===== src/rtl/multdiv_sequencer_pkg.sv =====
// Shared constants and types for the multiply/divide sequencer.
// No logic here; state encodings, operation kinds and default sizes.
// Imported by the sequencer top and its iteration counter.
package multdiv_sequencer_pkg;

   localparam int DEF_XLEN     = 32;
   localparam int DEF_ITER_MUL = 32;
   localparam int DEF_ITER_DIV = 32;

   // 2-bit encoded controller states
   typedef enum logic [1:0] {
      S_IDLE = 2'd0,
      S_LOAD = 2'd1,
      S_RUN  = 2'd2,
      S_DONE = 2'd3
   } state_t;

   // which unit the latched operation belongs to
   typedef enum logic {
      OP_MUL = 1'b0,
      OP_DIV = 1'b1
   } op_kind_t;

   // counter width able to hold the largest terminal count (at least 1 bit)
   function automatic int cnt_width(input int iter_mul, input int iter_div);
      int m;
      m = (iter_mul > iter_div) ? iter_mul : iter_div;
      return (m > 2) ? $clog2(m) : 1;
   endfunction

endpackage


===== src/rtl/multdiv_sequencer_iter_counter.sv =====
// Iteration counter: counts enabled cycles, flags when count equals last.
// Latency: count updates on the clock edge; tc is combinational from count.
// No backpressure; clear wins over enable.
module iter_counter #(
   parameter int W = 5
) (
   input  logic         clock,
   input  logic         reset,
   input  logic         clr,
   input  logic         en,
   input  logic [W-1:0] last,
   output logic         tc
);

   logic [W-1:0] count;

   // synchronous clear has priority over counting
   always_ff @(posedge clock) begin
      if (reset || clr) begin
         count <= '0;
      end else if (en) begin
         count <= count + W'(1);
      end
   end

   assign tc = (count == last);

endmodule


===== src/rtl/multdiv_sequencer.sv =====
// Sequences the shared iterative multiplier/divider: latch, load, iterate, report.
// Latency: ITER+2 clocks from start edge to result strobe; divide-by-zero in 1.
// Backpressure: stall held from the start cycle through the last RUN cycle.
module multdiv_sequencer
   import multdiv_sequencer_pkg::*;
#(
   parameter int XLEN     = DEF_XLEN,
   parameter int ITER_MUL = DEF_ITER_MUL,
   parameter int ITER_DIV = DEF_ITER_DIV
) (
   input  logic              clock,
   input  logic              reset,
   input  logic              ctrl_MULT,
   input  logic              ctrl_DIV,
   input  logic [XLEN-1:0]   data_operandA,
   input  logic [XLEN-1:0]   data_operandB,
   input  logic [2*XLEN-1:0] mul_result,
   input  logic [XLEN-1:0]   div_quotient,
   output logic [XLEN-1:0]   op_a,
   output logic [XLEN-1:0]   op_b,
   output logic              mul_ctrl,
   output logic              div_ctrl,
   output logic [XLEN-1:0]   data_result,
   output logic              data_exception,
   output logic              data_resultRDY,
   output logic              stall
);

   localparam int CW = cnt_width(ITER_MUL, ITER_DIV);

   state_t   state, state_nxt;
   op_kind_t op_kind;
   logic     div_zero;
   logic     start, accept, new_dz;
   logic     cnt_clr, cnt_en, cnt_tc;
   logic [CW-1:0] cnt_last;

   // a start is only honoured outside reset and when the resource is free
   assign start  = (ctrl_MULT | ctrl_DIV) & ~reset;
   assign accept = start & ((state == S_IDLE) | (state == S_DONE));
   // MULT has priority, so a divide-by-zero needs DIV without MULT
   assign new_dz = ~ctrl_MULT & ctrl_DIV & (data_operandB == '0);

   assign cnt_last = (op_kind == OP_MUL) ? CW'(ITER_MUL - 1) : CW'(ITER_DIV - 1);

   iter_counter #(.W(CW)) u_cnt (
      .clock (clock),
      .reset (reset),
      .clr   (cnt_clr),
      .en    (cnt_en),
      .last  (cnt_last),
      .tc    (cnt_tc)
   );

   // state register and operand latch; operands only move on an accepted start
   always_ff @(posedge clock) begin
      if (reset) begin
         state    <= S_IDLE;
         op_a     <= '0;
         op_b     <= '0;
         op_kind  <= OP_MUL;
         div_zero <= 1'b0;
      end else begin
         state <= state_nxt;
         if (accept) begin
            op_a     <= data_operandA;
            op_b     <= data_operandB;
            op_kind  <= ctrl_MULT ? OP_MUL : OP_DIV;
            div_zero <= new_dz;
         end
      end
   end

   // next-state and unit strobes
   always_comb begin
      state_nxt      = state;
      mul_ctrl       = 1'b0;
      div_ctrl       = 1'b0;
      cnt_clr        = 1'b0;
      cnt_en         = 1'b0;
      data_resultRDY = 1'b0;
      case (state)
         S_IDLE: begin
            if (accept) state_nxt = new_dz ? S_DONE : S_LOAD;
         end
         S_LOAD: begin
            mul_ctrl  = (op_kind == OP_MUL);
            div_ctrl  = (op_kind == OP_DIV);
            cnt_clr   = 1'b1;
            state_nxt = S_RUN;
         end
         S_RUN: begin
            cnt_en = 1'b1;
            if (cnt_tc) state_nxt = S_DONE;
         end
         S_DONE: begin
            data_resultRDY = 1'b1;
            if (accept) state_nxt = new_dz ? S_DONE : S_LOAD;
            else        state_nxt = S_IDLE;
         end
         default: state_nxt = S_IDLE;
      endcase
   end

   // result mux: unit outputs are only looked at in DONE
   always_comb begin
      data_result    = '0;
      data_exception = 1'b0;
      if (state == S_DONE) begin
         if (div_zero) begin
            data_exception = 1'b1;
         end else if (op_kind == OP_MUL) begin
            data_result    = mul_result[XLEN-1:0];
            data_exception = (mul_result[2*XLEN-1:XLEN] != {XLEN{mul_result[XLEN-1]}});
         end else begin
            data_result = div_quotient;
         end
      end
   end

   // low in DONE so the pipeline can capture the result that cycle
   assign stall = (accept & (state == S_IDLE)) | (state == S_LOAD) | (state == S_RUN);

endmodule


===== config.mk =====
export PLATFORM = sky130hd
export DESIGN_NAME = multdiv_sequencer
export DESIGN_NICKNAME = d
export VERILOG_FILES = /design/src/rtl/multdiv_sequencer_pkg.sv /design/src/rtl/multdiv_sequencer_iter_counter.sv /design/src/rtl/multdiv_sequencer.sv
export SDC_FILE = /design/constraint.sdc
export NUM_CORES = 1
export LEC_CHECK = 0
export CELL_PAD_IN_SITES_DETAIL_PLACEMENT = 1
export CELL_PAD_IN_SITES_GLOBAL_PLACEMENT = 2
export CORE_ASPECT_RATIO = 0.9
export CORE_MARGIN = 1
export CORE_UTILIZATION = 18
export CTS_CLUSTER_SIZE = 10
export DETAILED_ROUTE_END_ITERATION = 12
export MAX_ROUTING_LAYER = met4
export PLACE_DENSITY = 0.89
export SETUP_SLACK_MARGIN = 0.1
export SYNTH_ARGS = -nofsm -noshare
export SYNTH_HDL_FRONTEND = slang
export SYNTH_SLANG_ARGS = --single-unit

===== constraint.sdc =====
create_clock -name clock -period 5.8 [get_ports clock]
set_input_delay 1.16 -clock clock [delete_from_list [all_inputs] [get_ports clock]]
set_output_delay 1.16 -clock clock [all_outputs]
set_load 0.01 [all_outputs]

---- Yosys cells after proc, flatten, opt, wreduce, memory -nomap -nowiden ----
Index checks and enable logic that the tools add are counted.
storage, ports and cells
  memories ................................ 0
  ROM bits ................................ 0
  input bits .............................. 164
  flip-flop bits (word level) ............. 73
  bits in latches ......................... 0
  logic and storage cells ................. 47
  memory bits (writable) .................. 0
operators by class
  equal/unequal tests ..................... 7
  $lt $le $gt $ge ......................... 0
  div/mod/pow operators ................... 0
  add/subtract/negate cells ............... 1
  shift-type cells ........................ 0
  multiply operators ...................... 0
  multiplexer cells ....................... 17
  reductions and logical operators ........ 4
  bitwise operators ....................... 12
operators by type and width
  cell                                                                   count
  32-bit two-way mux                                                     3
  32-bit logical NOT                                                     1
  32-bit != test                                                         1
  1-bit two-way mux                                                      9
  2-bit two-way mux                                                      4
  2-bit case mux with 4 select lines                                     1
  5-bit by 1-bit adder with 5-bit output, second input constant          1
  1-bit AND                                                              5
  5-bit equality test, second input constant                             1
  2-bit equality test, second input constant                             2
  2-bit != test, second input constant                                   2
  1-bit OR                                                               4
  1-bit NOT                                                              3
  2-bit by 1-bit equality test with 1-bit output, second input constant  1
  2-bit logical NOT                                                      1
  2-bit AND reduction                                                    1
  1-bit logical OR                                                       1

---- Longest topological paths before layout ----
Gate-level depths: netlist of the first run.
  depth after elaboration ................. 6
  mapped depth ............................ 8
  mapped depth without buffers ............ 6

---- Hierarchy ----
A second synthesis of the first run with hierarchy kept.
second synthesis, totals
  cell total of the unflattened synthesis .. 460
  area total of the unflattened synthesis .. 3616.0 um^2
modules (own cells, without submodules)
  module             area each (um^2)  sequential area each (um^2)  cells each  instances
  multdiv_sequencer  3363.2            1361.3                       434         1
  iter_counter       252.7             100.1                        26          1

---- Least setup slack after synthesis of the first run ----
No wires, ideal clock.
  path kind ............................... input to output
  start point ............................. in mul_result[31]
  end point ............................... out data_exception
  path slack .............................. 2.582 ns
  buffers on the path ..................... 1
  cell stages on the path ................. 6
  required time ........................... 4.640 ns
  data arrival time ....................... 2.058 ns
  cell sequence ........................... clkbuf_1 -> nand3_1 -> nor3_1 -> a31oi_1 -> nor4_1 -> o21ai_1
between the ends
  longest elaborated chain between the ends .. 4
RTL lines
  item               RTL line                  RTL
  start, declared    multdiv_sequencer.sv:17   input logic [2*XLEN-1:0] mul_result,
  32-bit != test     multdiv_sequencer.sv:114  data_exception = (mul_result[2*XLEN-1:XLEN] != {XLEN{mul_result[XLEN-1]}});
  1-bit two-way mux  multdiv_sequencer.sv:112  end else if (op_kind == OP_MUL) begin
  1-bit two-way mux  multdiv_sequencer.sv:110  if (div_zero) begin
  1-bit two-way mux  multdiv_sequencer.sv:109  if (state == S_DONE) begin
  end, declared      multdiv_sequencer.sv:24   output logic data_exception,
No other way between the ends.

---- Final worst setup path of the first run ----
Ends and elaborated chain as after synthesis.

==> results of run 1 <==
-- cell type report --
class / count / area [um^2]
clock buffer: 13 / 260
timing repair buffer: 269 / 2680
clock inverter: 3 / 23.8
tap: 250 / 313
multi-input combinational: 349 / 1990
fill: 2300 / 12700
sequential: 73 / 1460
inverter: 4 / 15.0
-- state kept, by name, indices dropped and copies added, names as in the netlist --
name	count
op_b	32
u_cnt.count	5
op_kind	1
op_a	32
div_zero	1
state	2
-- cell usage after synthesis, drive strengths merged --
cell type / count / area (um^2)
ha: 6 / 75.1
nor4b: 1 / 8.76
and3: 1 / 6.26
a31oi: 4 / 25.0
or3: 1 / 6.26
nand2: 72 / 270
o21ai: 69 / 345
nor3: 15 / 75.1
nor2: 41 / 156
and2: 1 / 6.26
nor2b: 1 / 6.26
nand2b: 67 / 419
xor2: 2 / 17.5
a41o: 1 / 10.0
buf: 6 / 38.8
clkbuf: 26 / 98.8
a21oi: 4 / 20.0
nand3: 4 / 20.0
nand4: 6 / 37.5
xnor2: 1 / 8.76
inv: 4 / 15.0
nor4: 12 / 81.3
or4: 2 / 15.0
dfxtp: 73 / 1460
a211oi: 1 / 7.51
o21bai: 1 / 7.51
a221oi: 1 / 8.76
mux2i: 35 / 350
-- stage by stage --
stage | instance area, um^2 | util (%)
CTS | 6740 | 34.7
detailed placement | 6450 | 33.3
floorplan | 3600 | -
global placement | 6450 | 33.3
finish | 6740 | 34.7
global route | 6740 | 34.7
-- worst max path at each step --
stage                           endpoint  slack, ns
after floorplan           data_exception       2.58
after detailed placement  data_exception       1.50
final                     data_exception       1.55
after CTS                 data_exception       1.50
after global placement    data_exception       1.54
after global routing      data_exception       1.36
-- metal layers --
layer,track usage (%),vias to the layer above,part of all wire (%)
met2,22.0,137,47
met5,-,-,0
met4,3.17,0,0.97
met3,4.50,10,8.1
li1,-,2044,-
met1,16.5,1840,44
-- worst reg2reg max path: cells and delay by family, from the launching register on --
kind / cells / cell delay (ns)
buf+inv: 2 / 0.59
flops: 1 / 0.38
compound gates: 2 / 0.35
fa+ha+maj: 1 / 0.34
simple gates: 2 / 0.29
-- logic make-up (layout without fill, tap and decap cells) --
group,after synthesis,count (layout),share of synthesized area [%]
AO/OA/AOI/OAI,81,81,11.8
AND/OR/NAND/NOR,224,224,30.8
XOR/XNOR,3,3,0.730
multiplexers,35,35,9.74
buffers and inverters,36,289,4.24
adder cells (fa/ha/maj),6,6,2.09
flip-flops,73,73,40.6
-- where the power goes --
group	total (mW)	leakage (nW)	internal (mW)	switching, mW
clock	0.534	0.132	0.315	0.219
combinational	0.514	1.63	0.297	0.217
sequential	0.621	0.605	0.576	0.0451
==> metrics.md, run 1 <==
| Metric | Value |
|---|---|
| Seq/Total Area, Yosys | 40.6% |
| Tot Pwr | 1.67 mW |
| Gr ovfl total | 0 |
| Placer Congestion | 0.715 |
| Fin worst setup slack | 1.55 ns |
| Clock Sinks | 73 |
| Cells along the critical path | clkdlybuf4s50_1 -> nand3_1 -> nor3_1 -> a31oi_1 -> nor4_1 -> o21ai_1 -> clkdlybuf4s50_1 |
| Die height | 136 um |
| Layout cells sized above 1 | 3.38% |
| DR WL/cell | 14.8 um |
| CP Max Fanout | 9 |
| Dpl ws | 1.50 ns |
| Overall routing resource usage | 13.7% |
| Initial antenna violation count | 0 |
| Post-synthesis cell type count | 34 |
| Final Hold Fails | 0 |
| Synth Area per Inst | 7.86 um^2 |
| Die area | 20600 um^2 |
| Crit path DAT | 3.09 ns |
| Status | finished, final reports clean |
| Fin crit period | 4.25 ns |
| DP HPWL | 11.0 mm |
| First-pass GRT wire length | 21.1 mm |
| CP Buf/Inv Count | 2 |
| Most common cell after layout, fill and taps aside | clkdlybuf4s50_1 |
| Fmax | 235 MHz |
| Yosys reg bits | 73 |
| CTS Hold Bufs | 0 |
| Startpoint types | input pin |
| Delay-heaviest family, CP | buffers and inverters |
| Vias in the first global route | 4056 |
| Tcrit/Tclk final | 73.3% |
| TritonCTS Buffers | 9 |
| DR pass1 iterations | 4 |
| Hold Path Cell Cnt | 2 |
| Reg2reg setup slack | 3.73 ns |
| Port bufs | 264 |
| Non-filler instance count after layout | 961 |
| Data required time of the worst path | 4.64 ns |
| Largest net degree at the start of global routing | 76 |
| Worst-margin pin slew | 0.666 ns |
| Slowest CP cell | clkdlybuf4s50_1 |
| PD cells | 248 nW/um^2 |
| Site Rows | 48 |
| DR vias | 4031 |
| FF-to-FF path depth | 7 |
| Die X | 151 um |
| Warnings from Yosys | 0 |
| Post-Syn Nets | 628 |
| Max stage delay on crit path | 0.63 ns |
| Peak supply drop | 0.000154 V |
| Clock Skews | 0.00645 ns |
| Final Max Tran Viols | 0 |
| Clk buf depth | 2 |
| Static Leakage | 2.37 nW |
| Max-Cap Viols | 0 |
| Most frequent cells in the layout | clkdlybuf4s50_1 (263), nand2_1 (72), dfxtp_1 (72) |
| # diodes | 0 |
| Starting Density | 18.6% |
| Post-layout net count | 876 |
| Final Hold Slack | 0.463 ns |
| Cell Count Post-Placement | 945 |
| Final wirelength | 14.3 mm |
| Critical path origin | mul_result[31] |
| Root buf cell | clkbuf_16 |
| Reg clk slew, reported paths | 0.06 ns |
| Synthesized instance count | 458 |
| Reg2reg start | state[1]$_SDFFE_PP0P_ |
| H-Tree Depth | 3 |
| Crit path depth | 7 |
| Post-CTS setup buffers | 0 |
| Hold EP | op_a[23]$_SDFFE_PP0P_ |
| Slew HR | 55.6% |
| Via density | 4.19 |
| Crit end category | primary output |
| Most used cell, CP | clkdlybuf4s50_1 |
| Origin of the worst min-delay path | op_a[23]$_SDFFE_PP0P_ |
| Final setup viols | 0 |
| Unrepaired setup endpoints after global routing | no |
| End of the worst register-to-register path | state[1]$_SDFFE_PP0P_ |
| P&R area growth vs syn | 87.3% |
| Mapped cell area | 3600 um^2 |
| DRC Markers | 0 |
| IO Count | 265 |
| Setup_tns | 0 ns |
| Core area | 19400 um^2 |
| CTS tree | done |
| Post-route ant nets | 0 |
| # resized after CTS | 0 |
| Hold WC Path Type | reg -> reg |
| CP Class | in -> out |
| 1st-iter DRT viols | 90 |
| Latest clock arrival within the worst-skew pair | 0.33 ns |
No activity file was read; power rests on OpenSTA's default activity.
==> run 2, diff against run 1 <==
- CORE_UTILIZATION: 18 -> 17
- PLACE_DENSITY: 0.89 -> 0.85
- clock period: 5.8 -> 4 ns (I/O delays scaled with it)
==> run 2 against run 1 <==
  * Critical path depth did not move
  * Worst hold slack gained 0.0011 ns
  * Sequential power is 46% higher
  * Global-route usage down 0.37 points
  * Clock power increased by 51%
  * Die area is 5.8% higher
  * First-iteration DRC count rose by 20%
  * Final area increased by 1.3%
  * Count of clock-buffer cells in the layout is 2 lower
  * Power grew 48%
  * Critical endpoint unchanged
==> metrics.md, run 2 (synthesis results as in run 1) <==
| Metric | Value |
|---|---|
| Status | finished, final reports clean |
| Final setup viols | 0 (unchanged) |
| Clock Skews | 0.00554 ns (-0.000909 ns) |
| CTS Hold Bufs | 0 (unchanged) |
| Clk buf depth | 2 (unchanged) |
| IO Count | 265 (unchanged) |
| Fin crit period | 3.50 ns |
| Clk pwr share | 32.6% (+0.6 points) |
| DRC Markers | 0 (unchanged) |
| Peak supply drop | 0.000191 V (+24%) |
| Comb pwr share | 30.7% (about the same) |
| Initial antenna violation count | 1 (+1) |
| Starting Density | 17.3% (-1.2 points) |
| Startpoint types | input pin |
| DR pass1 iterations | 4 (unchanged) |
| Post-CTS setup buffers | 0 (unchanged) |
| Critical path origin | mul_result[31] |
| DR WL/cell | 14.3 um (-3.5%) |
| Setup_tns | 0 ns (unchanged) |
| Final wirelength | 14.3 mm (+0.28%) |
| Overall routing resource usage | 13.3% (-0.37 points) |
| DP HPWL | 10.9 mm (-0.50%) |
| Largest net degree at the start of global routing | 76 (unchanged) |
| Unrepaired setup endpoints after global routing | no |
| # resized after CTS | 0 (unchanged) |
| Static Leakage | 2.39 nW (+0.84%) |
| Net Sw Frac | 28.7% (-0.16 points) |
| Port bufs | 264 (unchanged) |
| Hold WC Path Type | reg -> reg |
| Setup crit end | data_exception |
| Max-Cap Viols | 0 (unchanged) |
| Largest regs | op_a: 32 flops, op_b: 32 flops, u_cnt.count: 5 flops |
| Tcrit/Tclk final | 87.4% |
| Die X | 155 um (+2.9%) |
| GR peak layer | met2 |
| Gr ovfl total | 0 (unchanged) |
| 1st-iter DRT viols | 108 (+20%) |
| CTS tree | done |
| Post-route ant nets | 0 (unchanged) |
| Most frequent cells in the layout | clkdlybuf4s50_1 (263), nand2_1 (72), dfxtp_1 (72) |
| Crit path DAT | 2.70 ns (-0.39 ns) |
| Root buf cell | clkbuf_16 |
| Reg clk slew, reported paths | 0.06 ns (about the same) |
| Slew HR | 56.0% (+0.39 points) |
| Final Hold Fails | 0 (unchanged) |
| Switch Pwr | 0.707 mW (+47%) |
| Most common cell after layout, fill and taps aside | clkdlybuf4s50_1 |
| First-pass GRT wire length | 21.8 mm (+3.7%) |
| Clock Sinks | 73 (unchanged) |
| Reg2reg start | state[0]$_SDFFE_PP0P_ |
| Final Max Tran Viols | 0 (unchanged) |
| Worst-margin pin slew | 0.656 ns (-0.00945 ns) |
| Tot Pwr | 2.47 mW (+48%) |
| CP Max Fanout | 9 (unchanged) |
| Met1 Track Usage GR | 14.2% (-2.3 points) |
| Fmax | 286 MHz |
| P&R area growth vs syn | 89.6% |
| Dpl ws | 0.490 ns (-1.01 ns) |
| Seq pwr share | 36.7% (-0.5 points) |
| TritonCTS Buffers | 9 (unchanged) |
| Data required time of the worst path | 3.20 ns (-1.44 ns) |
| H-Tree Depth | 3 (unchanged) |
| Met3 GRT Util | 6.37% (+1.9 points) |
| Site Rows | 50 (+4.2%) |
| PD cells | 361 nW/um^2 (+46%) |
| End of the worst register-to-register path | state[1]$_SDFFE_PP0P_ |
| DR vias | 4049 (+0.45%) |
| Origin of the worst min-delay path | op_b[24]$_SDFFE_PP0P_ |
| Post-layout net count | 877 (+0.11%) |
| Vias in the first global route | 4171 (+2.8%) |
| Via density | 4.05 (-3.4%) |
| Grt met2 use | 22.4% (+0.33 points) |
| Core area | 20800 um^2 (+7.1%) |
| Internal cell power | 1.76 mW (+48%) |
| Crit end category | primary output |
| Reg2reg setup slack | 1.92 ns (-1.81 ns) |
| Layout cells sized above 1 | 3.51% (+0.14 points) |
| Die height | 140 um (+2.9%) |
| Fin worst setup slack | 0.502 ns (-1.05 ns) |
| FF-to-FF path depth | 6 (-1) |
| Placer Congestion | 0.705 (-1.4%) |
| Die area | 21800 um^2 (+5.8%) |
| Latest clock arrival within the worst-skew pair | 0.34 ns (about the same) |
| CP Class | in -> out |
run 2: cell types whose count changed in the layout (fill, tap and decap cells not counted), sizes merged:
cell,previous run,this run
buf,6,7
bufinv,0,1
clkbuf,13,11
clkinv,0,3
clkinvlp,2,1
diode,0,1
inv,5,4
run 2: cell type report:
class | count | area, um^2
Timing Repair Buffer | 270 | 2710
Fill cell | 2453 | 13900
Multi-Input combinational cell | 349 | 1990
Inverter | 4 | 15.0
Tap cell | 286 | 358
Antenna cell | 1 | 2.50
Clock inverter | 5 | 56.3
Sequential cell | 73 | 1460
Clock buffer | 11 | 233
run 2: worst max-delay path, stage by stage:
cell,delay (ns)
clkdlybuf4s50_1,0.65
nand3_1,0.11
nor3_1,0.15
a31oi_1,0.06
nor4_1,0.31
o21ai_1,0.13
clkdlybuf4s50_1,0.49
run 2: worst min path at each step:
stage                                 end  slack [ns]  cells after the start
finish              op_b[24]$_SDFFE_PP0P_        0.46                      2
global route        op_b[25]$_SDFFE_PP0P_        0.48                      2
CTS                 op_a[15]$_SDFFE_PP0P_        0.47                      2
detailed placement  op_a[20]$_SDFFE_PP0P_        0.46                      2
global placement    op_b[25]$_SDFFE_PP0P_        0.45                      2
floorplan           div_zero$_SDFFE_PP0P_        0.47                      2
run 2: metrics by stage:
stage               cells  hold slack (ns)  utilization (%)  area, um^2
floorplan             458            0.470                -        3600
global placement      982            0.453             31.5        6530
detailed placement    982            0.459             31.5        6530
CTS                   998            0.469             32.8        6820
global route          999            0.483             32.9        6820
finish                999            0.464             32.9        6820
run 2: routing by layer:
metal / share of wire (%) / up-vias
li1: - / 2047
met1: 42 / 1836
met2: 47 / 159
met3: 10 / 7
met4: 0.64 / 0
met5: 0 / -
run 2: power groups by stage:
stage / Combinational (mW) / Clock (mW) / Sequential, mW
floorplan: 0.258 / 0 / 0.950
global placement: 0.763 / 0 / 0.915
detailed placement: 0.767 / 0 / 0.919
CTS: 0.772 / 0.845 / 0.906
global route: 0.827 / 0.866 / 0.919
finish: 0.757 / 0.804 / 0.904
